### src/rtl/display_scan_scheduler_pkg.sv
// Shared types and constants for the 7-segment display scan scheduler.
// Imported by the decoder and the scheduler top.
package display_pkg;

  // Page FSM: the two show states plus a settle state in front of each one.
  typedef enum logic [1:0] {
    TIME     = 2'd0,
    DATE_SET = 2'd1,
    DATE     = 2'd2,
    TIME_SET = 2'd3
  } page_state_e;

  localparam logic [3:0] CODE_DASH  = 4'd10;
  localparam logic [3:0] CODE_BLANK = 4'd15;
  localparam logic [7:0] SEG_OFF    = 8'hFF;

  // Active-low one-hot anode pattern for digit idx.
  function automatic logic [7:0] digit_enable(input logic [2:0] idx);
    return ~(8'd1 << idx);
  endfunction

endpackage

### src/rtl/display_scan_scheduler_if.sv
// Bus between the frame builder / control side and the scan scheduler.
// When DSCAN_BRIGHT_EN is defined the bus also carries the 3-bit brightness level.
interface display_scan_scheduler_if;
  logic        en;
  logic        btn_page;
  logic [39:0] frame_i;
  logic        display_year;
  logic [7:0]  an;
  logic [7:0]  seg;
`ifdef DSCAN_BRIGHT_EN
  logic [2:0]  bright;

  modport master (output en, btn_page, frame_i, bright, input display_year, an, seg);
  modport slave  (input en, btn_page, frame_i, bright, output display_year, an, seg);
`else
  modport master (output en, btn_page, frame_i, input display_year, an, seg);
  modport slave  (input en, btn_page, frame_i, output display_year, an, seg);
`endif
endinterface

### src/rtl/display_scan_scheduler_seg7_decode.sv
// Combinational 7-segment decoder: 4-bit code plus dp to active-low {dp,g,f,e,d,c,b,a}.
// Codes 0-9 are digits, CODE_DASH lights only g, everything else is blank.
module seg7_decode
  import display_pkg::*;
(
  input  logic [3:0] code,
  input  logic       dp,
  output logic [7:0] seg
);

  logic [6:0] pattern;

  // Map the code to an active-high gfedcba pattern, then invert for the pins.
  always_comb begin
    pattern = 7'h00;
    case (code)
      4'd0:      pattern = 7'h3F;
      4'd1:      pattern = 7'h06;
      4'd2:      pattern = 7'h5B;
      4'd3:      pattern = 7'h4F;
      4'd4:      pattern = 7'h66;
      4'd5:      pattern = 7'h6D;
      4'd6:      pattern = 7'h7D;
      4'd7:      pattern = 7'h07;
      4'd8:      pattern = 7'h7F;
      4'd9:      pattern = 7'h6F;
      CODE_DASH: pattern = 7'h40;
      default:   pattern = 7'h00;
    endcase
    seg = ~{dp, pattern};
  end

endmodule

### src/rtl/display_scan_scheduler.sv
// 8-digit 7-segment scan scheduler with time/date page rotation.
// Optional build macro DSCAN_BRIGHT_EN adds PWM brightness via bus.bright.
module display_scan_scheduler
  import display_pkg::*;
#(
  parameter int CLK_HZ      = 100_000_000,
  parameter int SCAN_HZ     = 1000,
  parameter int TIME_SHOW_S = 10,
  parameter int DATE_SHOW_S = 3,
  parameter int PAGE_LAT    = 4
) (
  input  logic                     clk,
  input  logic                     rst_n,
  display_scan_scheduler_if.slave  bus
);

  localparam int SLOT      = CLK_HZ / SCAN_HZ;
  localparam int SLOT_W    = (SLOT > 1) ? $clog2(SLOT) : 1;
  localparam int PRE_W     = (CLK_HZ > 1) ? $clog2(CLK_HZ) : 1;
  localparam int DWELL_MAX = ((TIME_SHOW_S > DATE_SHOW_S) ? TIME_SHOW_S : DATE_SHOW_S) - 1;
  localparam int DWELL_W   = (DWELL_MAX > 0) ? $clog2(DWELL_MAX + 1) : 1;
  localparam int SETTLE_W  = (PAGE_LAT > 1) ? $clog2(PAGE_LAT) : 1;

  localparam logic [SLOT_W-1:0]   SLOT_LAST   = SLOT_W'(SLOT - 1);
  localparam logic [PRE_W-1:0]    PRE_LAST    = PRE_W'(CLK_HZ - 1);
  localparam logic [SETTLE_W-1:0] SETTLE_LAST = SETTLE_W'(PAGE_LAT - 1);
  localparam logic [DWELL_W-1:0]  TIME_LIM    = DWELL_W'(TIME_SHOW_S - 1);
  localparam logic [DWELL_W-1:0]  DATE_LIM    = DWELL_W'(DATE_SHOW_S - 1);

  page_state_e         state, state_nxt;
  logic [SLOT_W-1:0]   slot_cnt;
  logic [2:0]          idx;
  logic [39:0]         shadow;
  logic [PRE_W-1:0]    prescaler;
  logic [DWELL_W-1:0]  dwell;
  logic [SETTLE_W-1:0] settle;
  logic [7:0]          an_q, seg_q;

  logic        slot_wrap, sec_tick, in_show, leave, expire, settle_done, lit;
  logic [31:0] codes;
  logic [7:0]  dp_mask;
  logic [3:0]  cur_code;
  logic        cur_dp;
  logic [7:0]  dec_seg;

  assign slot_wrap   = (slot_cnt == SLOT_LAST);
  assign sec_tick    = (prescaler == PRE_LAST);
  assign in_show     = (state == TIME) || (state == DATE);
  assign leave       = (state_nxt != state);
  assign settle_done = (settle == SETTLE_LAST);
  assign expire      = sec_tick && (dwell == ((state == DATE) ? DATE_LIM : TIME_LIM));

  assign codes    = shadow[39:8];
  assign dp_mask  = shadow[7:0];
  assign cur_code = codes[{idx, 2'b00} +: 4];
  assign cur_dp   = dp_mask[idx];

  seg7_decode u_decode (
    .code (cur_code),
    .dp   (cur_dp),
    .seg  (dec_seg)
  );

`ifdef DSCAN_BRIGHT_EN
  int lit_len;
  assign lit_len = ((int'(bus.bright) + 1) * SLOT) / 8;
  assign lit     = bus.en && (int'(slot_cnt) < lit_len);
`else
  assign lit = bus.en;
`endif

  // Slot timer and digit index; the scan runs regardless of en or page state.
  always_ff @(posedge clk or negedge rst_n) begin
    if (!rst_n) begin
      slot_cnt <= '0;
      idx      <= 3'd0;
    end else if (slot_wrap) begin
      slot_cnt <= '0;
      idx      <= idx + 3'd1;
    end else begin
      slot_cnt <= slot_cnt + 1'b1;
    end
  end

  // Shadow frame updates only between scans and never while a page is settling.
  always_ff @(posedge clk or negedge rst_n) begin
    if (!rst_n) begin
      shadow <= '0;
    end else if (slot_wrap && (idx == 3'd7) && in_show) begin
      shadow <= bus.frame_i;
    end
  end

  // Seconds prescaler and dwell counter restart on every entry to a show state.
  always_ff @(posedge clk or negedge rst_n) begin
    if (!rst_n) begin
      prescaler <= '0;
      dwell     <= '0;
    end else if (!in_show || leave) begin
      prescaler <= '0;
      dwell     <= '0;
    end else if (sec_tick) begin
      prescaler <= '0;
      dwell     <= dwell + 1'b1;
    end else begin
      prescaler <= prescaler + 1'b1;
    end
  end

  // Settle counter measures the frame builder latency after a page switch.
  always_ff @(posedge clk or negedge rst_n) begin
    if (!rst_n) begin
      settle <= '0;
    end else if (in_show || settle_done) begin
      settle <= '0;
    end else begin
      settle <= settle + 1'b1;
    end
  end

  // Page FSM state register.
  always_ff @(posedge clk or negedge rst_n) begin
    if (!rst_n) begin
      state <= TIME;
    end else begin
      state <= state_nxt;
    end
  end

  // Page FSM next state; a button and an expiry in the same cycle give one toggle.
  always_comb begin
    state_nxt = state;
    case (state)
      TIME:     if (bus.btn_page || expire) state_nxt = DATE_SET;
      DATE_SET: if (settle_done)            state_nxt = DATE;
      DATE:     if (bus.btn_page || expire) state_nxt = TIME_SET;
      TIME_SET: if (settle_done)            state_nxt = TIME;
      default:                              state_nxt = TIME;
    endcase
  end

  // Registered pin drive; dark whenever the display is disabled or dimmed off.
  always_ff @(posedge clk or negedge rst_n) begin
    if (!rst_n) begin
      an_q  <= SEG_OFF;
      seg_q <= SEG_OFF;
    end else if (lit) begin
      an_q  <= digit_enable(idx);
      seg_q <= dec_seg;
    end else begin
      an_q  <= SEG_OFF;
      seg_q <= SEG_OFF;
    end
  end

  assign bus.display_year = (state == DATE_SET) || (state == DATE);
  assign bus.an           = an_q;
  assign bus.seg          = seg_q;

endmodule

### src/flat_wrapper.sv
// flat-port wrapper written by rule: the top's interface ports become plain ports
module display_scan_scheduler_flat import display_pkg::*;
#(
  parameter int CLK_HZ      = 100_000_000,
  parameter int SCAN_HZ     = 1000,
  parameter int TIME_SHOW_S = 10,
  parameter int DATE_SHOW_S = 3,
  parameter int PAGE_LAT    = 4
)
  (clk, rst_n, bus_en, bus_btn_page, bus_frame_i, bus_display_year, bus_an, bus_seg);
  display_scan_scheduler_if bus_i ();
  input  logic clk;
  input  logic rst_n;
  input wire logic [$bits(bus_i.en)-1:0] bus_en;
  input wire logic [$bits(bus_i.btn_page)-1:0] bus_btn_page;
  input wire logic [$bits(bus_i.frame_i)-1:0] bus_frame_i;
  output wire logic [$bits(bus_i.display_year)-1:0] bus_display_year;
  output wire logic [$bits(bus_i.an)-1:0] bus_an;
  output wire logic [$bits(bus_i.seg)-1:0] bus_seg;
  assign bus_i.en = bus_en;
  assign bus_i.btn_page = bus_btn_page;
  assign bus_i.frame_i = bus_frame_i;
  assign bus_display_year = bus_i.display_year;
  assign bus_an = bus_i.an;
  assign bus_seg = bus_i.seg;
  display_scan_scheduler #(.CLK_HZ(CLK_HZ), .SCAN_HZ(SCAN_HZ), .TIME_SHOW_S(TIME_SHOW_S), .DATE_SHOW_S(DATE_SHOW_S), .PAGE_LAT(PAGE_LAT)) u_core (.clk(clk), .rst_n(rst_n), .bus(bus_i));
endmodule
### config.mk
export PLATFORM = sky130hd
export DESIGN_NAME = display_scan_scheduler_flat
export DESIGN_NICKNAME = d
export VERILOG_FILES = /design/src/rtl/display_scan_scheduler_pkg.sv /design/src/rtl/display_scan_scheduler_if.sv /design/src/rtl/display_scan_scheduler_seg7_decode.sv /design/src/rtl/display_scan_scheduler.sv /design/src/flat_wrapper.sv
export SDC_FILE = /design/constraint.sdc
export NUM_CORES = 1
export LEC_CHECK = 0
export ABC_AREA = 1
export CAP_MARGIN = 5
export CORE_MARGIN = 2
export CORE_UTILIZATION = 57
export DETAILED_ROUTE_END_ITERATION = 8
export PLACE_DENSITY = 0.8
export SLEW_MARGIN = 20
export SYNTH_ARGS = -nofsm -noshare
export SYNTH_HDL_FRONTEND = slang
export SYNTH_SLANG_ARGS = --single-unit
### constraint.sdc
create_clock -name clk -period 3.3 [get_ports clk]
set_clock_uncertainty 0.1 [all_clocks]
set_input_delay 0.66 -clock clk [delete_from_list [all_inputs] [get_ports clk]]
set_output_delay 0.66 -clock clk [all_outputs]
set_load 0.01 [all_outputs]
Word-level counts from Yosys, hierarchy flattened
Memory sizes are Yosys's and may differ from the RTL's.
Index checks and enable logic that the tools add are counted.
Operators by class
  $add $sub $neg: 5
  $mul: 0
  div/mod/pow operators: 0
  order comparisons: 1
  eq/ne operators: 9
  shifts and indexed selects: 2
  muxes and demuxes: 16
  bitwise logic cells: 2
  reduce and logical (&&, ||, !) cells: 11
Operator list (count)
  2-to-1 mux 27 bit: 2
  indexed part select 32 x 6 -> 4 bit: 1
  adder 27 x 1 -> 27 bit, second input constant: 1
  == test 27 bit, second input constant: 1
  adder 17 x 1 -> 17 bit, second input constant: 1
  == test 17 bit, second input constant: 1
  2-to-1 mux 17 bit: 1
  2-to-1 mux 8 bit: 2
  NOT 8 bit: 2
  2-to-1 mux 4 bit: 3
  2-to-1 mux 2 bit: 5
  case mux 2 bit (4 select lines): 1
  << shifter 1 x 3 -> 8 bit, first input constant: 1
  == test 2 bit, second input constant: 3
  logical OR 1 bit: 5
  adder 4 x 1 -> 4 bit, second input constant: 1
  == test 4 bit: 1
  less-than comparator 3 x 4 -> 1 bit, second input constant: 1
  adder 3 x 1 -> 3 bit, second input constant: 1
  binary-select mux 1 bit (select 3 bit): 1
  == test 3 bit, second input constant: 1
  logical AND 1 bit: 3
  adder 2 x 1 -> 2 bit, second input constant: 1
  == test 2 x 1 -> 1 bit, second input constant: 1
  other kinds (5): 5
Word-level totals
  register bits after elaboration: 111
  bits in latches: 0
  memory bits (writable): 0
  ROM bits: 112
  input bits: 44
  logic and storage cells: 56
  memories: 1
Memories
  (no name shown): depth 16, bits a word 7, read ports 1, clocked after memory_dff 0, write ports 0, line display_scan_scheduler_seg7_decode.sv:16  | case (code)

Longest topological paths before layout
  word-level depth: 10
  depth in mapped cells: 14
  mapped depth without buffers: 13

Cells and area by module
Synthesis repeated with hierarchy kept, for this count alone.
Unflattened totals
  cell total of the unflattened synthesis: 739
  area total of the unflattened synthesis: 6344.8 um^2
By module, submodules not included
  display_scan_scheduler: times used 1, cells an instance 703, area each 6149.6 um^2, sequential area each 2797.7 um^2
  seg7_decode: times used 1, cells an instance 36, area each 195.2 um^2, sequential area each 0.0 um^2

Least setup slack after synthesis
OpenSTA, ideal clock, no wires.
  path kind: register -> register
  start point: register u_core.idx[0]
  end point: register u_core.seg_q[3], in the netlist u_core.bus.seg[3]
  library setup time: 0.090 ns
  data arrival time: 1.912 ns
  required time: 3.110 ns
  path slack: 1.197 ns
  stages on the path, launching flop included: 13
  buffers on the path: 2
  clock period less this slack: 2.103 ns
  cells stage by stage: dfrtp_1 clkbuf_2 inv_2 clkbuf_1 o21ai_0 nand2_1 inv_1 o21ai_0 inv_1 ha_1 nand2_1 nand2_1 nand2_1
Between the ends
  word-level cells in the longest chain between the ends: 4
RTL lines
  start: declaration: line display_scan_scheduler.sv:32  | logic [2:0] idx;
  start signal: assignment: line display_scan_scheduler.sv:79  | idx <= idx + 3'd1;
  indexed part select 32 x 6 -> 4 bit: line display_scan_scheduler.sv:55  | assign cur_code = codes[{idx, 2'b00} +: 4];
  memory read (16 x 7 bit)
  NOT 8 bit: line display_scan_scheduler_seg7_decode.sv:30  | seg = ~{dp, pattern};
  2-to-1 mux 8 bit: line display_scan_scheduler.sv:147  | end else if (lit) begin
  end signal: assignment: line display_scan_scheduler.sv:149  | seg_q <= dec_seg;
  end: declaration: line display_scan_scheduler.sv:37  | logic [7:0] an_q, seg_q;
No other way between the ends.
A chain may end at the register's enable or synchronous reset.

Worst setup path in the final report
  start point: register u_core.state[1]
  end point: output port bus_display_year
Between the ends
  word-level cells in the longest chain between the ends: 2
  elaborated cells between the ends (all ways): 3
RTL lines
  start: declaration: line display_scan_scheduler.sv:30  | page_state_e state, state_nxt;
  start signal: assignment: line display_scan_scheduler.sv:126  | state <= state_nxt;
  == test 2 x 1 -> 1 bit / == test 2 bit (equally long branches): line display_scan_scheduler.sv:156  | assign bus.display_year = (state == DATE_SET) || (state == DATE);
  logical OR 1 bit (*): line display_scan_scheduler.sv:156
  end: declaration: line flat_wrapper.sv:17  | output wire logic [$bits(bus_i.display_year)-1:0] bus_display_year;
Mark *: on every way between the ends. The rest lies on a longest branch, timed or not.

==> out/qor.txt <==
Ant diodes = 0
Register area share after synthesis = 47.77%
Htree depth = 3
Cells after synthesis = 722
Slowest cell on the critical path = clkdlybuf4s50_1
Post-CTS Hold Buffers = 0
DR vias = 4826
Initial antenna violation count = 0
Vias in the first global route = 4606
Setup repair bufs after CTS = 0
Ys async rst share = 100.0%
Routed WL = 12.09 mm
Area Growth Syn to Fin = 16.11%
CTS Root Cell = clkbuf_8
Synth warnings = 0
Fraction of layout cells with a size suffix above 1 = 12.12%
# setup viols final = 0
Global-route wire length before repair = 20.69 mm
Register area = 2798 um2
Grt total ovfl = 0
Die Ht = 105.4 um
Die area = 11100 um2
Startpoint types = flip-flop
Drc violations = 0
RSZ-0062 raised after global routing = false
CP max stage delay = 0.56 ns
Ports = 61
Placer Congestion = 0.9545
Number of DRC markers in iteration 0 = 294
Pwr Density = 430.1 nW/um2
Leakage = 2.968 nW
Dpl cells = 904
CTS resizes = 0
CP cell instances = inv_1 > ha_1 > clkdlybuf4s50_1
Worst skew pair latency = 0.37 ns
RR Startpoint = u_core.idx[1]
Final min period = 2.599 ns
Post-synth top area share = 40.59%
CTS tree = built
FF+latch count, synth = 111
Syn nets = 784
Drt via density = 5.246
Row count = 37
Antenna-violating nets left = 0
Peak VDD IR = 0.4460 mV
Crit path arrival time = 1.84 ns
Worst EP required = 2.54 ns
Crit share post-route = 78.75%
Nets = 841
Synthesized cell area = 5857 um2
Max transition margin = 45.34%
Post-synth EDFFs = 0
Least-Margin Pin Slew = 0.8175 ns
Gr usage total = 22.97%
Worst-path clk slew = 0.10 ns
Synth Flop Type = dfrtp_1
Area of the multi-input gates = 2557 um2
Detailed-routing iteration count for the pre-antenna-repair pass = 5
CP Class = reg2out
Synth area leaders = dfrtp_1 41%, nand2_1 11%, dfstp_2 7.2%
Setup_tns = 0 ns
Clock sinks = 111
Worst-case clock buffer depth = 2
Fillers = 794
Fmax = 384.8 MHz
Outcome = finished clean
CP Max Fanout = 4
Most frequent cells in the layout = 177 x nand2_1, 95 x dfrtp_1, 94 x inv_1
Dominant cell type by area after synthesis = dfrtp_1
DP Wirelength = 8.965 mm
Syn Area/Cell = 8.112 um2
Num CTS Buffers = 9
Pins Over Slew Limit = 0
Port buffer count = 60
Final hold vios = 0
Starting Density = 57.77%
CP Capture Type = primary output
Core footprint = 10140 um2
Max cap viols = 0
Crit path launch = u_core.state[1]
Post-synth cell types = 40
Worst min-delay path category = in2async
Largest net degree at the start of global routing = 60
Wire length per cell = 13.15 um
Die W = 105.4 um
Commonest non-fill, non-tap cell in the layout = nand2_1
Post-route insts no fill = 920
state kept, by name (all words and copies together) (netlist names):
register,count
u_core.shadow,40
u_core.prescaler,27
u_core.slot_cnt,17
u_core.bus.an,8
u_core.bus.seg,8
u_core.dwell,4
u_core.idx,3
u_core.settle,2
u_core.state,2
kinds of logic after synthesis:
logic type | Yosys count | share of synthesized area [%]
AO/OA/AOI/OAI | 116 | 10.49
XOR/XNOR | 21 | 3.140
buffers and inverters | 119 | 8.567
AND/OR/NAND/NOR | 337 | 26.19
flip-flops | 111 | 47.77
adder cells (fa/ha/maj) | 18 | 3.845
critical path: cells and delay by family (launching register included):
kind,cells,cell delay (ns)
buf+inv,2,0.69
flops,1,0.43
fa+ha+maj,1,0.35
Yosys cell counts, types with 2 or more instances:
cell type and count:
nand4_1 12, o21ai_2 2, nand2_2 5, nand2_1 177
inv_1 94, buf_2 4, nand3_1 32, dfstp_2 16
nor4_1 5, buf_4 4, xnor2_1 5, o211ai_1 2
o21ai_0 74, a21oi_1 29, nand3b_1 2, clkbuf_1 7
nor2_1 47, nor3_1 9, inv_2 4, or2_2 4
nor2_2 36, clkinv_1 2, dfrtp_1 95, o21bai_1 3
nor2_4 3, ha_1 18, xor2_1 16, buf_8 3
cell type report:
type / instances / share of cell area (%)
Timing Repair Buffer: 65 / 9.715
Inverter: 100 / 5.520
Multi-Input combinational cell: 492 / 37.61
Clock buffer: 11 / 2.226
Clock inverter: 5 / 1.288
Sequential cell: 111 / 41.14
Tap cell: 136 / 2.502
per-stage QoR:
step           total power (W)  instance area [um2]  hold slack [ns]  util (%)  worst slack, ns
6_report              0.002925                 6800           0.2119     67.07           0.7014
5_1_grt               0.003072                 6800           0.2565     67.07           0.4798
4_1_cts               0.002950                 6800           0.2258     67.07           0.6671
3_5_place_dp          0.002013                 6561           0.3281     64.72           0.7646
3_3_place_gp          0.001985                 6561           0.3166     64.72           0.9242
2_1_floorplan         0.001895                 5857           0.2644         -            1.197
final timing paths:
| check | to | depth (start not counted) | slack, ns |
|---|---|---|---|
| setup / recovery | bus_display_year | 3 | 0.70 |
| hold / removal | u_core.prescaler[14] | 1 | 0.21 |
| setup reg to reg | u_core.bus.seg[3] | 11 | 0.71 |
| hold reg to reg | u_core.settle[0] | 1 | 0.34 |
| max in group asynchronous | u_core.bus.seg[7] | 2 | 2.12 |
| min in group clk | u_core.settle[0] | 1 | 0.34 |
layer usage:
| layer | GRT usage [%] | vias up | routed length, um |
|---|---|---|---|
| li1 | - | 2400 | - |
| met1 | 31.37 | 2277 | 5511 |
| met2 | 37.24 | 133 | 5812 |
| met3 | 4.082 | 16 | 575 |
| met4 | 7.619 | 0 | 195 |
| met5 | 0 | - | 0 |
where the power goes:
group	switching (W)	leakage [nW]	internal, W	total (W)
combinational	0.000393	1.58	0.000179	0.000572
sequential	0.0000256	1.27	0.00139	0.00142
clock	0.000457	0.118	0.000477	0.000934
total	0.000876	2.97	0.00205	0.00292
(Power assumes the default switching activity.)
